### src/rtl/fifo_flex_if.sv
// fifo_flex_if: producer/consumer signal bundle for fifo_flex
interface fifo_flex_if #(
  parameter int WIDTH    = 8,
  parameter int LOG_SIZE = 5
);
  logic                clr;
  logic [WIDTH-1:0]    wdata;
  logic                wen;
  logic                ren;
  logic [WIDTH-1:0]    rdata;
  logic                rvalid;
  logic                empty;
  logic                full;
  logic                almost_empty;
  logic                almost_full;
  logic [LOG_SIZE:0]   count;
  logic                overflow;
  logic                underflow;
  modport master (
    output clr, wdata, wen, ren,
    input  rdata, rvalid, empty, full, almost_empty, almost_full, count, overflow, underflow
  );
  modport slave (
    input  clr, wdata, wen, ren,
    output rdata, rvalid, empty, full, almost_empty, almost_full, count, overflow, underflow
  );
endinterface

### src/rtl/fifo_flex.sv
// fifo_flex: synchronous FIFO with optional first-word-fall-through, occupancy and threshold flags
module fifo_flex #(
  parameter int WIDTH     = 8,
  parameter int LOG_SIZE  = 5,
  parameter bit FWFT      = 1'b0,
  parameter int AFULL_TH  = (1 << LOG_SIZE) - 4,
  parameter int AEMPTY_TH = 4
) (
  input logic        clk,
  input logic        rst_n,
  fifo_flex_if.slave bus
);
  localparam int SIZE = 1 << LOG_SIZE;
  localparam int CW   = LOG_SIZE + 1;
  localparam logic [CW-1:0] C_FULL = CW'(SIZE);
  localparam logic [CW-1:0] C_AE   = CW'(AEMPTY_TH);
  localparam logic [CW-1:0] C_AF   = CW'(AFULL_TH);
  if (AEMPTY_TH < 0 || AEMPTY_TH >= AFULL_TH || AFULL_TH > SIZE) begin : g_bad_th
    $error("fifo_flex: thresholds must satisfy 0 <= AEMPTY_TH < AFULL_TH <= SIZE");
  end
  logic [WIDTH-1:0]    r_mem [SIZE];
  logic [LOG_SIZE-1:0] r_head;
  logic [LOG_SIZE-1:0] r_tail;
  logic [CW-1:0]       r_count;
  logic                r_empty;
  logic                r_full;
  logic                r_ae;
  logic                r_af;
  logic                r_ovf;
  logic                r_udf;
  logic                r_rvalid;
  logic                r_rd_pend;
  logic [WIDTH-1:0]    r_rd_word;
  logic [WIDTH-1:0]    r_rdata;
  logic                w_rd_ok;
  logic                w_wr_ok;
  logic [CW-1:0]       w_count_nxt;
  logic [LOG_SIZE-1:0] w_head_nxt;
  logic [LOG_SIZE-1:0] w_tail_nxt;
  logic [WIDTH-1:0]    w_head_word;
  logic [WIDTH-1:0]    w_fw_word;
  // accept decisions, next occupancy/pointers, and the word that will sit at the head next cycle
  always_comb begin
    w_rd_ok     = bus.ren & ~r_empty;
    w_wr_ok     = bus.wen & (~r_full | w_rd_ok);
    w_count_nxt = r_count + CW'(w_wr_ok) - CW'(w_rd_ok);
    w_head_nxt  = r_head + LOG_SIZE'(w_rd_ok);
    w_tail_nxt  = r_tail + LOG_SIZE'(w_wr_ok);
    w_head_word = r_mem[r_head];
    w_fw_word   = (w_wr_ok && w_head_nxt == r_tail) ? bus.wdata : r_mem[w_head_nxt];
  end
  // storage array written at the tail; contents survive reset and flush
  always_ff @(posedge clk)
    if (w_wr_ok && !bus.clr) r_mem[r_tail] <= bus.wdata;
  // pointers, occupancy and registered status flags; flush overrides any request
  always_ff @(posedge clk or negedge rst_n)
    if (!rst_n) begin
      r_head  <= '0;
      r_tail  <= '0;
      r_count <= '0;
      r_empty <= 1'b1;
      r_full  <= 1'b0;
      r_ae    <= 1'b1;
      r_af    <= 1'b0;
      r_ovf   <= 1'b0;
      r_udf   <= 1'b0;
    end else if (bus.clr) begin
      r_head  <= '0;
      r_tail  <= '0;
      r_count <= '0;
      r_empty <= 1'b1;
      r_full  <= 1'b0;
      r_ae    <= 1'b1;
      r_af    <= 1'b0;
      r_ovf   <= 1'b0;
      r_udf   <= 1'b0;
    end else begin
      r_head  <= w_head_nxt;
      r_tail  <= w_tail_nxt;
      r_count <= w_count_nxt;
      r_empty <= w_count_nxt == '0;
      r_full  <= w_count_nxt == C_FULL;
      r_ae    <= w_count_nxt <= C_AE;
      r_af    <= w_count_nxt >= C_AF;
      r_ovf   <= bus.wen & ~w_wr_ok;
      r_udf   <= bus.ren & ~w_rd_ok;
    end
  // read port: standard mode captures the old head word at accept and presents it one edge later;
  // FWFT mode keeps the next head word (bypassing wdata into an emptying FIFO) registered at all times
  always_ff @(posedge clk or negedge rst_n)
    if (!rst_n) begin
      r_rd_pend <= 1'b0;
      r_rd_word <= '0;
      r_rvalid  <= 1'b0;
      r_rdata   <= '0;
    end else if (bus.clr) begin
      r_rd_pend <= 1'b0;
      r_rvalid  <= 1'b0;
    end else begin
      r_rd_pend <= w_rd_ok;
      if (w_rd_ok) r_rd_word <= w_head_word;
      if (FWFT) begin
        r_rvalid <= w_count_nxt != '0;
        if (w_count_nxt != '0) r_rdata <= w_fw_word;
      end else begin
        r_rvalid <= r_rd_pend;
        if (r_rd_pend) r_rdata <= r_rd_word;
      end
    end
  assign bus.rdata        = r_rdata;
  assign bus.rvalid       = r_rvalid;
  assign bus.empty        = r_empty;
  assign bus.full         = r_full;
  assign bus.almost_empty = r_ae;
  assign bus.almost_full  = r_af;
  assign bus.count        = r_count;
  assign bus.overflow     = r_ovf;
  assign bus.underflow    = r_udf;
endmodule

### src/flat_wrapper.sv
// flat-port wrapper written by rule: the top's interface ports become plain ports
module fifo_flex_flat 
#(
  parameter int WIDTH     = 8,
  parameter int LOG_SIZE  = 5,
  parameter bit FWFT      = 1'b0,
  parameter int AFULL_TH  = (1 << LOG_SIZE) - 4,
  parameter int AEMPTY_TH = 4
)
  (clk, rst_n, bus_clr, bus_wdata, bus_wen, bus_ren, bus_rdata, bus_rvalid, bus_empty, bus_full, bus_almost_empty, bus_almost_full, bus_count, bus_overflow, bus_underflow);
  fifo_flex_if #(.WIDTH(WIDTH), .LOG_SIZE(LOG_SIZE)) bus_i ();
  input logic clk;
  input logic rst_n;
  input wire logic [$bits(bus_i.clr)-1:0] bus_clr;
  input wire logic [$bits(bus_i.wdata)-1:0] bus_wdata;
  input wire logic [$bits(bus_i.wen)-1:0] bus_wen;
  input wire logic [$bits(bus_i.ren)-1:0] bus_ren;
  output wire logic [$bits(bus_i.rdata)-1:0] bus_rdata;
  output wire logic [$bits(bus_i.rvalid)-1:0] bus_rvalid;
  output wire logic [$bits(bus_i.empty)-1:0] bus_empty;
  output wire logic [$bits(bus_i.full)-1:0] bus_full;
  output wire logic [$bits(bus_i.almost_empty)-1:0] bus_almost_empty;
  output wire logic [$bits(bus_i.almost_full)-1:0] bus_almost_full;
  output wire logic [$bits(bus_i.count)-1:0] bus_count;
  output wire logic [$bits(bus_i.overflow)-1:0] bus_overflow;
  output wire logic [$bits(bus_i.underflow)-1:0] bus_underflow;
  assign bus_i.clr = bus_clr;
  assign bus_i.wdata = bus_wdata;
  assign bus_i.wen = bus_wen;
  assign bus_i.ren = bus_ren;
  assign bus_rdata = bus_i.rdata;
  assign bus_rvalid = bus_i.rvalid;
  assign bus_empty = bus_i.empty;
  assign bus_full = bus_i.full;
  assign bus_almost_empty = bus_i.almost_empty;
  assign bus_almost_full = bus_i.almost_full;
  assign bus_count = bus_i.count;
  assign bus_overflow = bus_i.overflow;
  assign bus_underflow = bus_i.underflow;
  fifo_flex #(.WIDTH(WIDTH), .LOG_SIZE(LOG_SIZE), .FWFT(FWFT), .AFULL_TH(AFULL_TH), .AEMPTY_TH(AEMPTY_TH)) u_core (.clk(clk), .rst_n(rst_n), .bus(bus_i));
endmodule
### config.mk
export PLATFORM = sky130hd
export DESIGN_NAME = fifo_flex_flat
export DESIGN_NICKNAME = d
export VERILOG_FILES = /design/src/rtl/fifo_flex_if.sv /design/src/rtl/fifo_flex.sv /design/src/flat_wrapper.sv
export SDC_FILE = /design/constraint.sdc
export NUM_CORES = 1
export LEC_CHECK = 0
export CORE_UTILIZATION = 50
export DETAILED_ROUTE_END_ITERATION = 16
export PLACE_DENSITY = 0.67
export SYNTH_ARGS = -nofsm -noshare
export SYNTH_HDL_FRONTEND = slang
export SYNTH_SLANG_ARGS = --single-unit
### constraint.sdc
create_clock -name clk -period 4.79 [get_ports clk]
set_input_delay 1.1975 -clock clk [delete_from_list [all_inputs] [get_ports clk]]
set_output_delay 1.1975 -clock clk [all_outputs]
set_load 0.01 [all_outputs]
* After elaboration in Yosys (flattened, before gate mapping)
Memories as Yosys holds them, arrays and structs flattened. A register that Yosys moved wholly into a read port is not among the register bits. Index checks and enable logic that the tools add are counted. Widths: inputs -> output; s select.
Storage, ports and cells: memory bits (read-only) 0, input port bits 13, logic and storage cells 49, bits in writable memories 256, memories kept 1, output and inout bits 21, register bits after elaboration 32, latch bits 0
Memories:
- u_core.r_mem | words 32, bits a word 8, read ports 1, clocked after Yosys merged registers in 1, wr ports 1, RTL line fifo_flex.sv:21 | logic [WIDTH-1:0] r_mem [SIZE];
Cells by class: equality and inequality tests 1, multiplexer cells 13, divide/modulo/power cells 0, order comparisons 2, shifts and indexed selects 0, add/sub/neg operators 4, reduce and logical (&&, ||, !) cells 6, bitwise operators 10, multipliers 0
Operator list (number):
- $add 5x1->5 | 2
- $mux 1 | 10
- $mux 5 | 2
- $add 6x1->6 | 1
- $eq 6x6->1 const B | 1
- $ge 6x5->1 const B | 1
- $le 6x3->1 const B | 1
- $logic_not 6->1 | 1
- $mux 6 | 1
- $sub 6x1->6 | 1
- $not 1->1 | 5
- $and 1x1->1 | 4
- $reduce_and 2->1 | 2
- $logic_not 1->1 | 2
- $logic_and 1x1->1 | 1
- $or 1x1->1 | 1

* Logic depth before layout (Yosys ltp)
Gate-level depths: netlist of the first run.
depth after elaboration 8, gate-level depth with buffers 12, mapped depth without buffers 12

* Worst setup path before layout of the first run
OpenSTA, ideal clock, no wires.
path kind input to register, start point in bus_ren, end point reg u_core.r_full (netlist: u_core.bus.full), arrival 3.168 ns, library setup time 0.088 ns, required time 4.702 ns, stages 12, slack 1.534 ns, buffers on the path 0, cell sequence nand2b_1 > inv_1 > ha_1 > inv_1 > ha_1 > inv_1 > fa_1 > nand2b_1 > a21oi_1 > xor2_1 > nor4_1 > nor3b_1
On the way: cells in the longest elaborated chain, start to end 7
RTL lines:
- start: declaration | RTL line flat_wrapper.sv:17 | input wire logic [$bits(bus_i.ren)-1:0] bus_ren;
- $and 1x1->1 * | RTL line fifo_flex.sv:44 | w_rd_ok = bus.ren & ~r_empty;
- $or 1x1->1 | RTL line fifo_flex.sv:45 | w_wr_ok = bus.wen & (~r_full | w_rd_ok);
- $and 1x1->1 | RTL line fifo_flex.sv:45
- $add 6x1->6 | RTL line fifo_flex.sv:46 | w_count_nxt = r_count + CW'(w_wr_ok) - CW'(w_rd_ok);
- $sub 6x1->6 * | RTL line fifo_flex.sv:46
- $eq 6x6->1 * | RTL line fifo_flex.sv:82 | r_full <= w_count_nxt == C_FULL;
- $mux 1 * | RTL line fifo_flex.sv:67 | end else if (bus.clr) begin
- end signal: assignment | RTL line fifo_flex.sv:62 | r_full <= 1'b0;
- end signal: assignment | RTL line fifo_flex.sv:72 | r_full <= 1'b0;
- end signal: assignment | RTL line fifo_flex.sv:82
- end: declaration | RTL line fifo_flex.sv:26 | logic r_full;
Mark *: on every way between the ends. The rest lies on a longest branch, timed or not. A chain may end at the register's enable or synchronous reset.

* Worst setup path in the final report of the first run
Ends and elaborated chain as after synthesis.

==> metrics, run 1 <==
buffers inserted during post-CTS setup optimization=0; largest net degree at the start of global routing=49; dominant cell type by count on the critical path=sky130_fd_sc_hd__inv_1; H-tree depth=1; timing-limited maximum frequency=0.293 GHz; routed length on met2=12.0 mm; leftover overflow at the end of global routing=0; arrival time of data at the critical path endpoint=3.85 ns; Min Hold Slack=0.503 ns; Starting Density=51.7%; top post-synthesis cells by area=sky130_fd_sc_hd__edfxtp_1 65%, sky130_fd_sc_hd__dfrtp_1 8.0%, sky130_fd_sc_hd__mux4_2 4.6%; width of the chip=156 um; CTS tree=done; cell area after synthesis=11900 um^2; net count of the mapped netlist=681; kind of end point of the critical path=flip-flop; normalized max-slew margin=14.0%; actual slew at the worst max-slew pin=1.29 ns; crit path buf inv count=4; dominant synthesized flop cell=sky130_fd_sc_hd__edfxtp_1; setup TNS after final layout=0 ns; post-DR wirelength/cell=23.1 um; critical path required time=5.24 ns; count of vias placed by the detailed router=5987; fill cell total of the finished layout=1694; y dimension of the die=156 um; clock root cell=sky130_fd_sc_hd__clkbuf_16; hold_buf cts=0; Placeable Area=22900 um^2; drt drc=0; via count of the first global-routing pass=6136; ANT nets after route=0; share of layout cells above drive strength 1=13.0%; clock-pin slew of the registers on the worst-case setup and hold paths=0.06 ns; Leakage Power=0.00443 uW; global-route usage over all layers=20.5%; shortest period the worst path allows=3.41 ns; RSZ-0062 raised after global routing=false; Max rail drop VDD=0.279 mV; placed wire-length estimate after detailed placement=15.1 mm; largest fanout on the critical path=4; post-synthesis sequential element count=296; global placer's final weighted congestion=0.783; Syn Area/Cell=18.0 um^2; antenna cells=0; number of instances in the synthesized netlist=657; Resized Gates After CTS=0; Initial DRC Count=601; antenna violations before repair=1; net total in the final layout=727; Clock Skew=0.0139 ns; I/O Pins=34; Register Area=8700 um^2; highest routed layer=met4; result of the run=completed; overall power=6170 uW; Total Routed Length=23.9 mm; power per standard cell area=460 nW/um^2; dominant delay contributor by cell family on the critical path=simple AND/OR/NAND/NOR gates; die area=24300 um^2; Port Buf Inserts=33; most frequent cell after synthesis=sky130_fd_sc_hd__edfxtp_1; total CTS buffers=29; area fraction of the dominant cell type after synthesis=64.9%; number of flops mapped to enable cells by yosys=256; synth-to-layout area growth=13.2%; detail-routed via count per cell=5.78; TritonCTS sink count=296; biggest cell delay along the critical path=0.48 ns; Min-Delay Path Class=flip-flop to flip-flop; total area of multi-input combinational cells=2900 um^2; highest-delay cell along the critical path=sky130_fd_sc_hd__clkdlybuf4s50_1; type of the worst setup path=input pin to flip-flop; amount of wire on met3 after detailed routing=1.50 mm; global-route wire length before repair=36.6 mm; detailed-router iteration count before antenna repair=4; Async S/R FF share, synth=13.5%; number of hold-slack violations in the final timing report=0; critical path, cell by cell=clkdlybuf4s50_1 > nand2b_1 > inv_1 > ha_1 > inv_1 > ha_1 > inv_1 > fa_1 > nand2b_1 > a21oi_1 > xor2_1 > nor4_1 > nor3b_1; std cell rows=55; proportion of synthesized chip area in sequential cells=73.3%; final-report max-slew violation count=0; cell types with the highest counts after synthesis=256 x sky130_fd_sc_hd__edfxtp_1, 55 x sky130_fd_sc_hd__nor2_1, 50 x sky130_fd_sc_hd__mux2i_1; crit path launch type=input pin; library cell occupying the most area in the post-synthesis netlist=sky130_fd_sc_hd__edfxtp_1; setup violation total in the final timing report=0; count of distinct cell types in the synthesized netlist=43; maximum buffer depth of the clock tree=3; yosys synthesis warning count=0; number of max-capacitance violations reported=0; ratio of final minimum period to clock period=71.1%; M1 wire length=10.0 mm; source-to-sink clock delay at the later pin of the worst-skew pair=0.54 ns
-- stage by stage --
step	util [%]	area, um^2	std cells	setup slack (ns)
6_report	58.6	13400	1036	1.38
5_1_grt	58.6	13400	1036	1.13
4_1_cts	58.6	13400	1036	1.40
3_5_place_dp	54.4	12500	985	0.862
3_3_place_gp	54.4	12500	985	0.922
2_1_floorplan	-	11900	657	1.53
-- metal layers --
metal,GRT usage [%],up-vias
li1,-,2685
met4,4.62,0
met1,27.7,3080
met2,34.5,186
met5,0,-
met3,4.19,36
-- cell type report --
class	count	share of cell area, %
sequential	296	64.8
clock buffer	33	5.52
clock inverter	18	1.58
timing repair buffer	46	3.24
multi-input combinational	316	21.6
tap	313	2.92
inverter	14	0.391
-- tightest hold or removal path: stages (launching register included) --
cell and delay [ns]:
sky130_fd_sc_hd__dfstp_2 0.38, sky130_fd_sc_hd__nand2_1 0.06, sky130_fd_sc_hd__nor2_1 0.03
-- cells in the final DEF, fill, tap and decap left out, drive strengths merged, types with 3 or more instances in the layout --
| cell | count |
|---|---|
| mux4 | 40 |
| edfxtp | 256 |
| nor2 | 55 |
| or3 | 7 |
| a32oi | 6 |
| nor4 | 3 |
| nand3 | 12 |
| nand3b | 4 |
| bufinv | 5 |
| nand2 | 11 |
| nor2b | 20 |
| nand2b | 12 |
| inv | 15 |
| mux2i | 50 |
| ha | 10 |
| xnor2 | 4 |
| a211oi | 8 |
| o22ai | 22 |
| clkdlybuf4s50 | 32 |
| o21ai | 6 |
| buf | 14 |
| mux2 | 8 |
| dfrtp | 38 |
| clkbuf | 33 |
| a22oi | 12 |
| xor2 | 7 |
| a21oi | 3 |
| clkinv | 12 |
-- power by group --
group | total (uW) | switching [uW] | internal (uW) | leakage, uW
sequential | 3030 | 108 | 2920 | 0.00281
combinational | 853 | 426 | 427 | 0.00115
clock | 2290 | 923 | 1370 | 0.000470
total | 6170 | 1460 | 4720 | 0.00443
-- registers in the layout, summed over array words and instances, names as in the netlist, 5 cells and up --
name / flops
u_core.r_mem: 256
u_core.r_tail: 5
u_core.r_head: 5
u_core.bus.count: 6
u_core.r_rd_word: 8
u_core.bus.rdata: 8
-- cell families after synthesis --
| logic type | synth area share, % |
|---|---|
| buffers and inverters | 2.25 |
| XOR/XNOR | 0.813 |
| multiplexers | 13.1 |
| AND/OR/NAND/NOR | 5.49 |
| adder cells (fa/ha/maj) | 1.22 |
| AO/OA/AOI/OAI | 3.82 |
| flip-flops | 73.3 |
-- worst paths after layout --
kind	from	endpoint	slack, ns	cells past startpoint
setup / recovery	bus_ren	u_core.bus.full	1.38	13
hold / removal	u_core.bus.empty	u_core.bus.underflow	0.50	2
setup reg to reg	u_core.bus.empty	u_core.bus.full	1.89	12
hold reg to reg	u_core.bus.empty	u_core.bus.underflow	0.50	2
max in group asynchronous	rst_n	u_core.r_head[0]	3.35	1
min in group asynchronous	rst_n	u_core.bus.underflow	0.79	1
Note: power is estimated with default switching activity, not from simulation.
==> run 2, diff against run 1 <==
==> constraint.sdc (replaced) <==
create_clock -name clk -period 3.3 [get_ports clk]
set_input_delay 0.825 -clock clk [delete_from_list [all_inputs] [get_ports clk]]
set_output_delay 0.825 -clock clk [all_outputs]
set_load 0.01 [all_outputs]
==> metrics, run 2 (synthesis gave the netlist of run 1 again) <==
result of the run=completed; setup TNS after final layout=0 ns (unchanged); antenna cells=0 (unchanged); biggest cell delay along the critical path=0.42 ns (-0.06 ns); RSZ-0062 raised after global routing=false; Clock Skew=0.00665 ns (-0.00726 ns); actual slew at the worst max-slew pin=0.899 ns (-0.387 ns); shortest period the worst path allows=3.02 ns; CTS tree=done; met2 capacity usage during global routing=34.8% (+0.30 points); most frequent standard cell in the layout excluding fill and tap cells=sky130_fd_sc_hd__edfxtp_1; final-report max-slew violation count=0 (unchanged); maximum buffer depth of the clock tree=3 (unchanged); largest net degree at the start of global routing=41 (-16%); number of max-capacitance violations reported=0 (unchanged); std cell rows=55 (unchanged); type of the worst setup path=input pin to flip-flop; reg-to-reg startpoint=u_core.bus.empty; ratio of final minimum period to clock period=91.4%; die area=24300 um^2 (unchanged); Max rail drop VDD=0.403 mV (+44%); total CTS buffers=30 (+3.4%); Total Routed Length=23.9 mm (-0.22%); I/O Pins=34 (unchanged); detail-routed via count per cell=5.66 (-2.0%); source-to-sink clock delay at the later pin of the worst-skew pair=0.54 ns (about the same); placed wire-length estimate after detailed placement=15.4 mm (+2.4%); normalized max-slew margin=40.0% (+26 points); TritonCTS sink count=296 (unchanged); buffers inserted during post-CTS setup optimization=0 (unchanged); crit path launch type=input pin; hold_buf cts=0 (unchanged); highest-delay cell along the critical path=sky130_fd_sc_hd__clkdlybuf4s50_1; via count of the first global-routing pass=6443 (+5.0%); leftover overflow at the end of global routing=0 (unchanged); H-tree depth=1 (unchanged); largest fanout on the critical path=3 (-1); global-route wire length before repair=36.9 mm (+0.74%); detailed-router iteration count before antenna repair=5 (+1); Starting Density=51.7% (unchanged); number of hold-slack violations in the final timing report=0 (unchanged); clock root cell=sky130_fd_sc_hd__clkbuf_16; register with the highest flop count=u_core.r_mem; count of vias placed by the detailed router=6165 (+3.0%); power per standard cell area=662 nW/um^2 (+44%); ANT nets after route=0 (unchanged); timing-limited maximum frequency=0.331 GHz; most frequent cells in the layout=256 x sky130_fd_sc_hd__edfxtp_1, 60 x sky130_fd_sc_hd__buf_4, 55 x sky130_fd_sc_hd__nor2_1; arrival time of data at the critical path endpoint=3.48 ns (-0.37 ns); Port Buf Inserts=33 (unchanged); most used routing layer=met2; Initial DRC Count=536 (-11%); drt drc=0 (unchanged); setup slack at placement=-0.265 ns (-1.13 ns); dominant cell type by count on the critical path=sky130_fd_sc_hd__inv_1; share of layout cells above drive strength 1=19.3% (+6.3 points); Min-Delay Path Class=input pin to async pin; Resized Gates After CTS=0 (unchanged); net total in the final layout=776 (+6.7%); Global Route met1 Usage=27.7% (about the same); global-route usage over all layers=20.6% (+0.092 points); Core Util, Final=60.6% (+2.0 points); synth-to-layout area growth=17.1%; antenna violations before repair=0 (-1); Global Route met3 Usage=3.31% (-0.89 points); width of the chip=156 um (unchanged); critical path required time=3.76 ns (-1.48 ns); critical path, cell by cell=clkdlybuf4s50_1 > nand2b_1 > inv_1 > ha_1 > inv_1 > ha_1 > inv_1 > fa_1 > nand2b_1 > a21oi_1 > xor2_1 > nor4_1 > nor3b_1; Placeable Area=22900 um^2 (unchanged); clock-pin slew of the registers on the worst-case setup and hold paths=0.06 ns (about the same); Leakage Power=0.00473 uW (+6.6%); global placer's final weighted congestion=0.797 (+1.9%); overall power=9190 uW (+49%); launching instance or port of the critical path=bus_ren; Final WS setup=0.282 ns (-1.10 ns); kind of end point of the critical path=flip-flop; setup violation total in the final timing report=0 (unchanged); post-DR wirelength/cell=21.9 um (-5.1%); max reg flops=256 (unchanged); fill cell total of the finished layout=1642 (-3.1%); y dimension of the die=156 um (unchanged)
run 2: cell count changes in the layout (fill, tap and decap cells not counted):
| cell | change |
|---|---|
| sky130_fd_sc_hd__buf_4 | +48 |
| sky130_fd_sc_hd__bufinv_16 | -1 |
| sky130_fd_sc_hd__clkbuf_1 | +2 |
| sky130_fd_sc_hd__clkbuf_16 | +2 |
| sky130_fd_sc_hd__clkbuf_8 | +5 |
| sky130_fd_sc_hd__clkinv_1 | -5 |
| sky130_fd_sc_hd__clkinv_4 | +2 |
| sky130_fd_sc_hd__clkinvlp_4 | +1 |
| sky130_fd_sc_hd__inv_6 | -1 |
run 2: final timing paths:
| kind | endpoint | cells past startpoint | slack, ns |
|---|---|---|---|
| max reg2reg | u_core.bus.full | 12 | 0.43 |
| min | u_core.bus.full | 1 | 0.41 |
| max | u_core.bus.full | 13 | 0.28 |
| min reg2reg | u_core.bus.underflow | 2 | 0.50 |
| max in group asynchronous | u_core.r_head[0] | 1 | 2.24 |
| min in group clk | u_core.bus.underflow | 2 | 0.50 |
run 2: layer usage:
layer / part of all wire [%] / routed length (um)
met4: 2.8 / 658
met1: 43 / 10300
met5: 0 / 0
met3: 5.0 / 1190
met2: 49 / 11800
run 2: stage by stage:
step / hold WS [ns] / area [um^2] / instances
5_1_grt: 0.479 / 13900 / 1089
4_1_cts: 0.419 / 13900 / 1089
2_1_floorplan: 0.469 / 11900 / 657
3_3_place_gp: 0.494 / 12800 / 1033
6_report: 0.413 / 13900 / 1089
3_5_place_dp: 0.491 / 12800 / 1033
run 2: worst max-delay path, delay by kind of cell:
family,cells,cell delay (ns)
fa+ha+maj,3,0.84
xor+xnor,1,0.14
compound gates,1,0.21
buf+inv,4,0.61
simple gates,4,0.86
run 2: layout make-up:
cell class | instances | area, um^2 | area share [%]
flip-flops and latches | 296 | 8700 | 62.7
multi-input cells | 316 | 2900 | 20.9
clock buffers | 42 | 867 | 6.25
repair buffers | 94 | 796 | 5.73
well taps | 313 | 392 | 2.82
clock inverters | 14 | 179 | 1.29
inverters | 14 | 52.6 | 0.379
run 2: where the power goes:
group          internal (uW)  switching [uW]
Sequential              4240             136
Combinational            669             639
Clock                   2140            1370
==> run 3, diff against run 2 <==
--- a/config.mk
+++ b/config.mk
@@ -5,9 +5,8 @@
 export SDC_FILE = /design/constraint.sdc
 export NUM_CORES = 1
 export LEC_CHECK = 0
-export CORE_UTILIZATION = 50
+export CORE_UTILIZATION = 35
 export DETAILED_ROUTE_END_ITERATION = 16
-export PLACE_DENSITY = 0.67
 export SYNTH_ARGS = -nofsm -noshare
 export SYNTH_HDL_FRONTEND = slang
 export SYNTH_SLANG_ARGS = --single-unit
==> metrics, run 3 (synthesis gave the netlist of run 1 again) <==
result of the run=completed; non-filler instance count after layout=1226 (+13%); number of hold-slack violations in the final timing report=0 (unchanged); critical path required time=3.76 ns (about the same); most used routing layer=met2; depth of the worst register-to-register path=12 (unchanged); global-route wire length before repair=37.4 mm (+1.6%); count of vias placed by the detailed router=6121 (-0.71%); maximum buffer depth of the clock tree=3 (unchanged); Starting Density=35.4% (-16 points); setup violation total in the final timing report=0 (unchanged); detailed-router iteration count before antenna repair=5 (unchanged); Clk network pwr share=36.0% (-2.2 points); ratio of final minimum period to clock period=88.4% (-3.1 points); crit path launch type=input pin; Leakage Power=0.00470 uW (-0.55%); largest net degree at the start of global routing=41 (unchanged); antenna cells=0 (unchanged); share of layout cells above drive strength 1=18.8% (-0.56 points); std cell rows=67 (+22%); largest fanout on the critical path=3 (unchanged); drt drc=0 (unchanged); setup slack at placement=-0.144 ns (+0.121 ns); register with the highest flop count=u_core.r_mem; met2 capacity usage during global routing=23.6% (-11 points); I/O Pins=34 (unchanged); via count of the first global-routing pass=6204 (-3.7%); shortest period the worst path allows=2.92 ns (-0.101 ns); fraction of power consumed by combinational cells=14.9% (+0.7 points); most frequent cells in the layout=256 x sky130_fd_sc_hd__edfxtp_1, 62 x sky130_fd_sc_hd__buf_4, 55 x sky130_fd_sc_hd__nor2_1; register share of total power=49.1% (+1.5 points); overall power=8920 uW (-3.0%); power per standard cell area=638 nW/um^2 (-3.6%); Register-to-Register Setup Slack=0.52 ns (+0.09 ns); hold_buf cts=0 (unchanged); antenna violations before repair=1 (+1); most frequent standard cell in the layout excluding fill and tap cells=sky130_fd_sc_hd__edfxtp_1; buffers inserted during post-CTS setup optimization=0 (unchanged); Placeable Area=33400 um^2 (+46%); internal power contribution=6780 uW (-3.8%); ANT nets after route=0 (unchanged); reg-to-reg endpoint=u_core.bus.full; RSZ-0062 raised after global routing=false; Cells after DPL=1171 (+13%); reg-to-reg startpoint=u_core.bus.empty; post-DR wirelength/cell=20.3 um (-7.6%); number of max-capacitance violations reported=0 (unchanged); Final WS setup=0.383 ns (+0.101 ns); leftover overflow at the end of global routing=0 (unchanged); source-to-sink clock delay at the later pin of the worst-skew pair=0.55 ns (about the same); placed wire-length estimate after detailed placement=15.7 mm (+1.5%); clock root cell=sky130_fd_sc_hd__clkbuf_16; type of the worst setup path=input pin to flip-flop; width of the chip=186 um (+19%); Resized Gates After CTS=0 (unchanged); final-report max-slew violation count=0 (unchanged); Port Buf Inserts=33 (unchanged); synth-to-layout area growth=17.8%; CTS tree=done; detail-routed via count per cell=4.99 (-12%); H-tree depth=1 (unchanged); actual slew at the worst max-slew pin=0.891 ns (-0.00862 ns); Global Route met3 Usage=2.43% (-0.88 points); Max rail drop VDD=0.378 mV (-6.1%); Clock Skew=0.0123 ns (+0.00562 ns); Min-Delay Path Class=input pin to async pin; clock-pin slew of the registers on the worst-case setup and hold paths=0.06 ns (about the same); global-route usage over all layers=14.8% (-5.8 points); net load switching power=2140 uW (-0.22%); Total Routed Length=24.8 mm (+4.0%); Initial DRC Count=464 (-13%); global placer's final weighted congestion=0.797 (about the same); total CTS buffers=31 (+3.3%); arrival time of data at the critical path endpoint=3.37 ns (-0.11 ns); y dimension of the die=186 um (+19%); timing-limited maximum frequency=0.343 GHz (+3.5%); kind of end point of the critical path=flip-flop; die area=34600 um^2 (+42%); TritonCTS sink count=296 (unchanged); switching power as a share of total power=24.0% (+0.66 points); max reg flops=256 (unchanged); net total in the final layout=780 (+0.52%); normalized max-slew margin=40.6% (+0.57 points); Global Route met1 Usage=21.0% (-6.7 points)
run 3: changes by cell type in the layout (fill, tap and decap cells not counted):
cell / before / now
sky130_fd_sc_hd__clkinv_1: 1 / 8
sky130_fd_sc_hd__clkbuf_8: 5 / 0
sky130_fd_sc_hd__buf_4: 60 / 62
sky130_fd_sc_hd__bufinv_16: 4 / 2
sky130_fd_sc_hd__clkinv_2: 6 / 8
sky130_fd_sc_hd__clkinv_4: 2 / 0
sky130_fd_sc_hd__buf_12: 1 / 2
sky130_fd_sc_hd__clkbuf_1: 6 / 5
sky130_fd_sc_hd__clkinvlp_4: 1 / 0
sky130_fd_sc_hd__inv_6: 0 / 1
run 3: worst max path at each step:
stage,endpoint,start,depth (start not counted)
finish,u_core.bus.full,bus_ren,13
global route,u_core.bus.full,bus_ren,13
CTS,u_core.bus.full,bus_ren,13
detailed placement,u_core.bus.full,bus_ren,13
global placement,u_core.bus.full,bus_ren,13
floorplan,u_core.bus.full,bus_ren,12
run 3: worst max-delay path, cell delays in order:
cell	delay, ns
sky130_fd_sc_hd__clkdlybuf4s50_1	0.48
sky130_fd_sc_hd__nand2b_1	0.09
sky130_fd_sc_hd__inv_1	0.10
sky130_fd_sc_hd__ha_1	0.22
sky130_fd_sc_hd__inv_1	0.05
sky130_fd_sc_hd__ha_1	0.16
sky130_fd_sc_hd__inv_1	0.06
sky130_fd_sc_hd__fa_1	0.40
sky130_fd_sc_hd__nand2b_1	0.16
sky130_fd_sc_hd__a21oi_1	0.15
sky130_fd_sc_hd__xor2_1	0.10
sky130_fd_sc_hd__nor4_1	0.35
sky130_fd_sc_hd__nor3b_1	0.22
run 3: per-layer routing:
metal  vias up  routed length, um  share of wire (%)
met1      3145              11400                 46
met2       153              11800                 47
met3        40               1190                4.8
met5         -                  0                  0
met4         0                488                2.0
li1       2783                  -                  -
run 3: through the flow:
| step | util (%) | setup TNS (ns) | instance area, um^2 | hold WS (ns) |
|---|---|---|---|---|
| floorplan | - | 0 | 11900 | 0.469 |
| global placement | 39.0 | -0.157 | 13000 | 0.493 |
| detailed placement | 39.0 | -0.251 | 13000 | 0.496 |
| CTS | 41.8 | 0 | 14000 | 0.418 |
| global route | 41.8 | 0 | 14000 | 0.473 |
| finish | 41.8 | 0 | 14000 | 0.400 |
run 3: power by group through the flow:
| stage | clock (uW) | combinational (uW) | sequential (uW) |
|---|---|---|---|
| floorplan | 0 | 811 | 4430 |
| global placement | 0 | 1330 | 4450 |
| detailed placement | 0 | 1340 | 4450 |
| CTS | 3300 | 1350 | 4380 |
| global route | 3420 | 1470 | 4390 |
| finish | 3210 | 1330 | 4380 |
run 3: layout make-up:
| class | instances | area [um^2] |
|---|---|---|
| fill | 2982 | 19500 |
| sequential | 296 | 8700 |
| timing repair buffer | 97 | 831 |
| tap | 448 | 561 |
| inverter | 14 | 52.6 |
| clock buffer | 36 | 795 |
| clock inverter | 19 | 139 |
| multi-input combinational | 316 | 2900 |
